<file path="src/rtl/alu_share_arbiter.sv">
// Round-robin arbiter that shares one integer ALU between the EX-stage op
// (requester 0) and the branch/address helper (requester 1). The ALU result
// is captured into a one-entry response slot tagged with the requester id.
module alu_share_arbiter #(
  parameter int unsigned XLEN   = 32,
  parameter int unsigned FUNC_W = 4
) (
  input  logic              clk,
  input  logic              rst_n,
  input  logic              flush,
  // requester 0: EX-stage integer op
  input  logic              req0_valid,
  output logic              req0_ready,
  input  logic [XLEN-1:0]   req0_a,
  input  logic [XLEN-1:0]   req0_b,
  input  logic [FUNC_W-1:0] req0_func,
  // requester 1: branch/address helper
  input  logic              req1_valid,
  output logic              req1_ready,
  input  logic [XLEN-1:0]   req1_a,
  input  logic [XLEN-1:0]   req1_b,
  input  logic [FUNC_W-1:0] req1_func,
  // ALU instance
  output logic [XLEN-1:0]   alu_a,
  output logic [XLEN-1:0]   alu_b,
  output logic [FUNC_W-1:0] alu_func,
  input  logic [XLEN-1:0]   alu_result,
  // responses
  output logic              rsp0_valid,
  input  logic              rsp0_ready,
  output logic              rsp1_valid,
  input  logic              rsp1_ready,
  output logic [XLEN-1:0]   rsp_data,
  output logic              busy
);

  typedef enum logic [0:0] {StEmpty, StFull} slot_state_e;

  slot_state_e     state_q, state_d;
  logic            slot_id_q;
  logic [XLEN-1:0] rsp_data_q;
  logic            last_grant_q;

  logic winner;
  logic drain;
  logic issue_ok;
  logic issue;

  // Pick the winner: a lone requester wins; under contention the one not
  // granted last time wins.
  always_comb begin
    winner = 1'b0;
    if (req0_valid && req1_valid) begin
      winner = ~last_grant_q;
    end else if (req1_valid) begin
      winner = 1'b1;
    end
  end

  assign rsp0_valid = (state_q == StFull) && !slot_id_q;
  assign rsp1_valid = (state_q == StFull) &&  slot_id_q;
  assign rsp_data   = rsp_data_q;
  assign busy       = (state_q == StFull);

  assign drain = (rsp0_valid && rsp0_ready) || (rsp1_valid && rsp1_ready);

  // rst_n gates the accept so nothing handshakes while reset is held.
  assign issue_ok   = rst_n && !flush && ((state_q == StEmpty) || drain);
  assign req0_ready = issue_ok && !winner && req0_valid;
  assign req1_ready = issue_ok &&  winner && req1_valid;
  assign issue      = req0_ready || req1_ready;

  // Drive the ALU from the winner whenever anyone is valid, even when the
  // slot cannot accept; otherwise park the ALU inputs at zero.
  always_comb begin
    alu_a    = '0;
    alu_b    = '0;
    alu_func = '0;
    if (req0_valid || req1_valid) begin
      if (winner) begin
        alu_a    = req1_a;
        alu_b    = req1_b;
        alu_func = req1_func;
      end else begin
        alu_a    = req0_a;
        alu_b    = req0_b;
        alu_func = req0_func;
      end
    end
  end

  // Slot next state: flush dominates, then issue refills, then drain empties.
  always_comb begin
    state_d = state_q;
    if (flush) begin
      state_d = StEmpty;
    end else if (issue) begin
      state_d = StFull;
    end else if (drain) begin
      state_d = StEmpty;
    end
  end

  // Slot state, captured result, owner id and round-robin pointer.
  always_ff @(posedge clk or negedge rst_n) begin
    if (!rst_n) begin
      state_q      <= StEmpty;
      slot_id_q    <= 1'b0;
      rsp_data_q   <= '0;
      last_grant_q <= 1'b1;
    end else begin
      state_q <= state_d;
      if (issue) begin
        slot_id_q    <= winner;
        rsp_data_q   <= alu_result;
        last_grant_q <= winner;
      end
    end
  end

endmodule

</file>
<file path="config.mk">
export PLATFORM = sky130hd
export DESIGN_NAME = alu_share_arbiter
export DESIGN_NICKNAME = d
export VERILOG_FILES = /design/src/rtl/alu_share_arbiter.sv
export SDC_FILE = /design/constraint.sdc
export NUM_CORES = 1
export LEC_CHECK = 0
export BUFFER_PORTS_ARGS = -buffer_cell sky130_fd_sc_hd__buf_2
export CAP_MARGIN = 30
export CELL_PAD_IN_SITES_DETAIL_PLACEMENT = 0
export CELL_PAD_IN_SITES_GLOBAL_PLACEMENT = 1
export CORE_MARGIN = 3
export CORE_UTILIZATION = 20
export CTS_CLUSTER_DIAMETER = 200
export DETAILED_ROUTE_END_ITERATION = 16
export PLACE_DENSITY = 0.88
export SLEW_MARGIN = 25
export SYNTH_ARGS = -nofsm -noshare
export SYNTH_HDL_FRONTEND = slang
export SYNTH_SLANG_ARGS = --single-unit
</file>
<file path="constraint.sdc">
create_clock -name clk -period 3.2 [get_ports clk]
set_clock_uncertainty 0.1 [all_clocks]
set_input_delay 0.96 -clock clk [delete_from_list [all_inputs] [get_ports clk]]
set_output_delay 0.96 -clock clk [all_outputs]
set_load 0.05 [all_outputs]
</file>
Yosys cells after proc, flatten, opt, wreduce, memory -nomap -nowiden
Cells that the tools add are included.
W data, S select, Z words.
- add/subtract/negate cells: 0
- bitwise gates (word level): 2
- multipliers: 0
- shifts and indexed selects: 0
- $lt $le $gt $ge: 0
- divide/modulo/power cells: 0
- eq/ne operators: 0
- mux-type cells: 11
- reductions and logical operators: 19
- operators by type and width (kind ; number):
    $mux W32 ; 4
    $logic_and A1 B1 Y1 ; 11
    $mux W4 ; 2
    $mux W1 ; 5
    $logic_or A1 B1 Y1 ; 4
    $logic_not A1 Y1 ; 3
    $reduce_bool A3 Y1 ; 1
    $not A1 Y1 ; 2
- output and inout port bits: 105
- input port bits: 175
- word-level logic and storage cells: 36
- register bits: 35
- memories: 0
- bits in writable memories: 0
- ROM bits: 0
- bits in latches: 0

Depth between registers and ports, before layout
Gate-level depths: netlist of the first run.
- depth after elaboration: 11
- mapped depth: 7
- depth with buffers taken out: 3

Least setup slack after synthesis of the first run
OpenSTA, ideal clock, no wires.
- kind: input port to output port
- from: in req0_valid
- to: out alu_a[23]
- setup slack: -685 ps
- data required time: 2140 ps
- stages: 5
- buffers on the path: 3
- arrival time: 2825 ps
- path through: buf_2 -> clkbuf_1 -> clkbuf_1 -> nand2_1 -> o21ai_0
- cells in the longest elaborated chain, start to end: 4
- elaborated cells between the ends (all ways): 5
- classes of those cells: mux (3); reduce/logical (2)
- RTL lines (element ; RTL line ; text):
    from (decl) ; 12 ; input logic req0_valid,
    $logic_and A1 B1 Y1 ; 53 ; if (req0_valid && req1_valid) begin
    $mux W1 ; 53 ;
    $mux W32 ; 80 ; if (winner) begin
    $mux W32 (*) ; 79 ; if (req0_valid || req1_valid) begin
    to (decl) ; 24 ; output logic [XLEN-1:0] alu_a,
Every way passes the cells marked *; elsewhere a longest branch is shown, timed or not.

Worst setup path in the final report of the first run
- from: in req1_valid
- to: out alu_a[6]
- cells in the longest elaborated chain, start to end: 4
- elaborated cells between the ends (all ways): 6
- classes of those cells: mux (4); reduce/logical (2)
- RTL lines (element ; RTL line ; text):
    from (decl) ; 18 ; input logic req1_valid,
    $mux W1 / $logic_and A1 B1 Y1 (equally long branches) ; 55, 53 ;
    $mux W1 ; 53 ;
    $mux W32 ; 80 ;
    $mux W32 (*) ; 79 ;
Marks and branches as above.

==> results of run 1 <==
## through the flow
| step | total power [uW] | cell area (um^2) |
|---|---|---|
| after global placement | 1973 | 4252 |
| after global routing | 2653 | 4672 |
| after detailed placement | 1989 | 4252 |
| after CTS | 2489 | 4476 |
| after floorplan | 1613 | 2640 |
| final | 2528 | 4672 |
## per-layer routing
metal	GRT usage [%]	share of wire [%]	routed length, um	up-vias
met5	0	0	0	-
met4	1.878	0.46	47	0
met3	3.158	8.4	852	6
met2	24.81	53	5373	150
met1	16.21	38	3925	1416
li1	-	-	-	1603
## power by group through the flow
stage | registers [uW] | clock network [uW] | logic [uW]
detailed placement | 596 | 0 | 1390
CTS | 592 | 470 | 1430
global route | 602 | 496 | 1560
floorplan | 893 | 0 | 720
finish | 591 | 458 | 1480
global placement | 594 | 0 | 1380
## cell families after synthesis
group / share of synthesized area, %
AO/OA/AOI/OAI: 17.53
multiplexers: 15.79
buffers and inverters: 5.914
AND/OR/NAND/NOR: 23.76
flip-flops: 37.01
## registers in the layout (all words and copies together), names as in the netlist
register      count
rsp_data         32
busy              1
last_grant_q      1
slot_id_q         1
## cells in the mapped netlist, drive strengths merged (2+ instances only)
cell type	number	area [um^2]
nand2	137	514.2
a211oi	2	27.53
o21ai	69	345.3
inv	2	7.510
a21oi	2	10.01
mux2	32	360.3
clkbuf	13	48.80
dfrtp	34	850.8
nor2b	3	18.77
and2	2	12.51
buf	13	83.83
## worst max-delay path: stages
cell and delay (ns):
buf_2 0.13, a21boi_4 0.20, buf_12 0.15, buf_16 0.22, nand2_1 0.09, o21ai_1 0.09, clkbuf_4 0.25
## area by class of cell
type,instances,share of cell area (%)
repair buffers,292,39.26
multi-input cells,255,34.95
flip-flops and latches,35,18.77
well taps,143,3.830
clock buffers,6,2.758
clock inverters,2,0.2678
inverters,2,0.1607
## cells in the final DEF, fill, tap and decap left out
cell type,netlist,layout
clkbuf_16,0,5
o21ai_0,69,1
o31a_1,1,1
mux2_2,30,30
buf_4,0,40
nand2_1,137,137
bufbuf_16,0,1
and2_1,2,2
inv_1,2,2
nor2b_2,0,1
dfrtp_1,34,34
a211oi_4,1,1
mux2_1,2,2
o21ai_4,0,10
a21o_1,1,1
o21ai_2,0,41
nor2_1,1,1
buf_6,3,12
nand2b_1,1,1
clkbuf_1,13,1
o2bb2ai_1,1,1
buf_2,10,212
clkinvlp_4,0,1
clkinv_2,0,1
a21boi_4,0,1
nor2b_1,3,2
dfstp_2,1,1
buf_16,0,2
o21ai_1,0,17
a21oi_1,2,2
clkbuf_4,0,20
buf_12,0,5
and2b_1,1,1
a211oi_1,1,1
mux2i_2,1,1
## worst max path at each step
stage / endpoint / from / slack (ns) / cells after the start
after floorplan: alu_a[11] / req0_valid / -0.15 / 5
after global placement: alu_a[25] / req1_valid / -0.02 / 6
after detailed placement: alu_func[2] / req1_valid / -0.06 / 6
after CTS: alu_a[20] / req1_valid / 0.0005 / 7
after global routing: alu_a[6] / req1_valid / -0.04 / 7
final: alu_a[6] / req1_valid / 0.03 / 7
## timing repair
action / in CTS / in global routing
buffers inserted: 1 / 0
gates cloned: 1 / 0
setup endpoints to repair: 46 / 62
gates resized for setup: 10 / 106
==> impl_metrics.tcl, run 1 <==
set metrics [dict create \
    postSynthAreaPerCell_um2 7.452 \
    critPathCaptureType "output pin" \
    run_status "finished clean" \
    cts.htree.levels 2 \
    final_core_utilization_pct 40.57 \
    setup_total_negative_slack_ns 0 \
    grt_max_degree 54 \
    sequential_cell_area_um2 877.1 \
    setup-violations-final 0 \
    number_of_pins_with_negative_max_slew_slack_in_the_final_report 0 \
    grt_pass1_vias 3053 \
    period_needed_ns 3.170 \
    cell_area_power_density_nw_per_um2 541.1 \
    hpwl_mm 8.252 \
    min-delay-path-class "register to register" \
    firstDrtPassIters 4 \
    grt_setup_unrepaired "true" \
    power_switching_uw 1235 \
    synth.yosys.warnings 0 \
    tritoncts.num_buffers 5 \
    worstPathArrival_ns 2.11 \
    grt_antenna_before_repair 0 \
    global_route.overflow_total 0 \
    clock_sinks 35 \
    root_buffer "clkbuf_16" \
    tightest_slew_ns 0.4363 \
    detailroute.via_count 3175 \
    drt_iter0_drc 136 \
    setup_slack_after_layout_ns 0.03016 \
    floorplan.die.height_um 114.9 \
    worstReg2RegStart "slot_id_q$_DFFE_PN0P_" \
    ff2ff_path_depth 4 \
    number_of_enable_type_register_cells_in_the_synthesized_netlist 0 \
    path_class "input port to output pin" \
    netlist_area_um2 2370 \
    worst_hold_path.endpoint "rsp_data[8]$_DFFE_PN0P_" \
    power_frac_clock_pct 18.1 \
    groute.usage.overall_pct 13.45 \
    ios 280 \
    timing.rr.end "rsp_data[4]$_DFFE_PN0P_" \
    holdBufCountCts 0 \
    register_clock_pin_slew_on_the_reported_worst_setup_and_hold_paths_ns 0.05 \
    p_int_uw 1293 \
    combPwrFrac_pct 58.5 \
    highest_clock_rate_mhz 315.5 \
    max_cap_viols 0 \
    power_frac_seq_pct 23.4 \
    die-area_um2 13190 \
    ys_ff_latch 35 \
    netlist_instances 318 \
    cts_tree "built" \
    holdPathStages 1 \
    switching_share_pct 48.86 \
    finish.net_count 766 \
    finalWirelength_mm 10.20 \
    rows 39 \
    initial_utilization_pct 20.58 \
    final.hold.worst_slack_ns 0.3904 \
    post-route-drc-count 0 \
    clock_tree.buffer_depth 2 \
    setup.worst_path.start_class "input port" \
    die_width_um 114.9 \
    placed_cells_incl_taps 725 \
    global_route_wire_length_before_repair_mm 14.52 \
    gpl.final_weighted_congestion 0.7673 \
    core_area_um2 11520 \
    synthDistinctLibCells 23 \
    critical_path_required_ns 2.14 \
    n_fill_cell 1180 \
    finalHoldViolCount 0 \
    numPortBuffers 279 \
    layout-area-overhead-vs-synth_pct 97.15 \
    crit_fanout 53 \
    worstHoldStart "rsp_data[8]$_DFFE_PN0P_" \
    worst-r2r-setup-slack_ns 1.39 \
    area_used_by_multi_input_combinational_logic_um2 1633 \
    drt-wirelength-per-cell_um 13.87 \
    instances_no_fill 735 \
    ant_nets 0 \
    ys_seq_area_share_pct 37.01 \
    p_leak_uw 0.002422 \
    synthFlopType "dfrtp_1" \
    slew_headroom_pct 70.92 \
    worstSkewPairLatency_ns 0.27 \
    place_ws_ns -0.06360 \
    drive_above_1_share_pct 65.03 \
    max-vdd-ir-drop_mv 0.5181 \
    drt-vias-per-instance 4.320 \
    asyncSetResetFlopFracSynth_pct 100.0 \
    antenna-diode-count 0 \
    timing.final.crit_share_pct 99.06 \
    synth_nets 493 \
]
Power figures use the tool's default switching activity.
==> inputs of run 2 (changes only) <==
--- a/config.mk
+++ b/config.mk
@@ -10,10 +10,11 @@
 export CELL_PAD_IN_SITES_DETAIL_PLACEMENT = 0
 export CELL_PAD_IN_SITES_GLOBAL_PLACEMENT = 1
 export CORE_MARGIN = 3
-export CORE_UTILIZATION = 20
+export CORE_UTILIZATION = 22
 export CTS_CLUSTER_DIAMETER = 200
 export DETAILED_ROUTE_END_ITERATION = 16
-export PLACE_DENSITY = 0.88
+export PLACE_DENSITY_LB_ADDON = 0.08
+export SKIP_CTS_REPAIR_TIMING = 1
 export SLEW_MARGIN = 25
 export SYNTH_ARGS = -nofsm -noshare
 export SYNTH_HDL_FRONTEND = slang
==> constraint.sdc (replaced) <==
create_clock -name clk -period 3.95 [get_ports clk]
set_clock_uncertainty 0.1 [all_clocks]
set_input_delay 1.185 -clock clk [delete_from_list [all_inputs] [get_ports clk]]
set_output_delay 1.185 -clock clk [all_outputs]
set_load 0.05 [all_outputs]
==> impl_metrics.tcl, run 2 (same netlist as run 1, synthesis figures left out) <==
set metrics [dict create \
    grt_setup_unrepaired "false" \
    tightest_slew_ns 0.4552 \
    min-delay-path-class "register to register" \
    ant_nets 0 \
    firstDrtPassIters 5 \
    global_route.overflow_total 0 \
    worstReg2RegStart "slot_id_q$_DFFE_PN0P_" \
    use_met3_pct 5.931 \
    grt_pass1_vias 2725 \
    critPathCaptureType "output pin" \
    detailroute.via_count 3084 \
    post-route-drc-count 0 \
    setup.worst_path.start_class "input port" \
    setup_total_negative_slack_ns 0 \
    gr-usage-met2_pct 25.43 \
    number_of_pins_with_negative_max_slew_slack_in_the_final_report 0 \
    cts.htree.levels 2 \
    grt_util_met1_pct 14.90 \
    highest_count_cells_in_the_layout_ignoring_fill_and_taps "buf_2 (278), nand2_1 (137), o21ai_1 (40)" \
    grt_antenna_before_repair 0 \
    global_route_wire_length_before_repair_mm 13.28 \
    root_buffer "clkbuf_8" \
    clock_sinks 35 \
    antenna-diode-count 0 \
    path_class "input port to output pin" \
    finalWirelength_mm 9.517 \
    cts_tree "built" \
    run_status "finished clean" \
    critical_path_required_ns 2.66 \
    numPortBuffers 279 \
    grt_max_degree 73 \
    layout-area-overhead-vs-synth_pct 72.07 \
    floorplan.die.height_um 109.8 \
    drt-wirelength-per-cell_um 13.18 \
    initial_utilization_pct 22.75 \
    layout.cells.most_common "buf_2" \
    max_cap_viols 0 \
    die-area_um2 12050 \
    die_width_um 109.8 \
    tritoncts.num_buffers 5 \
    cell_area_power_density_nw_per_um2 466.7 \
    startpoint "req0_valid" \
    gpl.final_weighted_congestion 0.6963 \
    worstPathArrival_ns 2.33 \
    crit_fanout 67 \
    finalHoldViolCount 0 \
    clock_tree.buffer_depth 2 \
    number_of_flip_flops_in_the_largest_register 32 \
    worstHoldStart "rsp_data[8]$_DFFE_PN0P_" \
    timing.final.crit_share_pct 91.44 \
    core_area_um2 10420 \
    slew_headroom_pct 69.65 \
    final_core_utilization_pct 39.15 \
    finish.net_count 760 \
    groute.usage.overall_pct 13.96 \
    setup-violations-final 0 \
    drt_iter0_drc 184 \
    ios 280 \
    register_clock_pin_slew_on_the_reported_worst_setup_and_hold_paths_ns 0.07 \
    hpwl_mm 7.774 \
    drive_above_1_share_pct 57.51 \
    max-vdd-ir-drop_mv 0.3719 \
    p_leak_uw 0.002244 \
    drt-vias-per-instance 4.271 \
    highest_clock_rate_mhz 276.9 \
    worstSkewPairLatency_ns 0.28 \
    top_usage_layer "met2" \
    rows 37 \
    period_needed_ns 3.612 \
]
-- run 2: changes by cell type in the layout (fill, tap and decap cells not counted), moves of 12 or more --
cell,previous run,this run
buf_4,40,5
buf_2,212,278
o21ai_0,1,19
clkbuf_4,20,0
o21ai_1,17,40
o21ai_2,41,10
buf_6,12,0
-- run 2: routing by layer --
| metal | vias up | wire length (um) |
|---|---|---|
| met5 | - | 0 |
| met4 | 0 | 115 |
| met3 | 15 | 1178 |
| met2 | 158 | 4969 |
| met1 | 1327 | 3253 |
| li1 | 1584 | - |
-- run 2: final timing paths --
check	to	slack, ns	depth (start not counted)
setup / recovery	alu_a[14]	0.34	6
hold / removal	rsp_data[8]$_DFFE_PN0P_	0.39	1
setup reg to reg	rsp_data[26]$_DFFE_PN0P_	2.12	4
hold reg to reg	rsp_data[8]$_DFFE_PN0P_	0.39	1
max in group asynchronous	last_grant_q$_DFFE_PN1P_	2.55	2
min in group asynchronous	rsp_data[25]$_DFFE_PN0P_	0.87	2
-- run 2: final cells by class --
| cell class | count | area [um^2] |
|---|---|---|
| timing repair buffer | 286 | 1489 |
| inverter | 2 | 7.507 |
| clock inverter | 2 | 60.06 |
| clock buffer | 6 | 72.57 |
| fill | 1132 | 6339 |
| multi-input combinational | 255 | 1401 |
| sequential | 35 | 877.1 |
| tap | 136 | 170.2 |
-- run 2: where the power goes --
part	leakage [uW]	internal, uW	switching (uW)
clock	0.0000654	252	127
sequential	0.000413	434	39.0
combinational	0.00177	282	768
total	0.00224	968	935
-- run 2: worst max-delay path, stage by stage --
cell      delay, ns
buf_2          0.14
a21boi_4       0.22
buf_12         0.30
nand2_1        0.08
o21ai_0        0.09
buf_2          0.30
-- run 2: stage by stage --
step / hold slack (ns) / std cells / worst slack [ns] / instance area [um^2] / power [uW]
2_1_floorplan: 0.3475 / 318 / -0.2146 / 2407 / 1253
3_3_place_gp: 0.3635 / 714 / 0.3378 / 3945 / 1535
3_5_place_dp: 0.3742 / 714 / 0.3137 / 3945 / 1541
4_1_cts: 0.3917 / 722 / 0.3140 / 4078 / 1929
5_1_grt: 0.4037 / 722 / 0.2259 / 4078 / 2017
6_report: 0.3889 / 722 / 0.3382 / 4078 / 1903
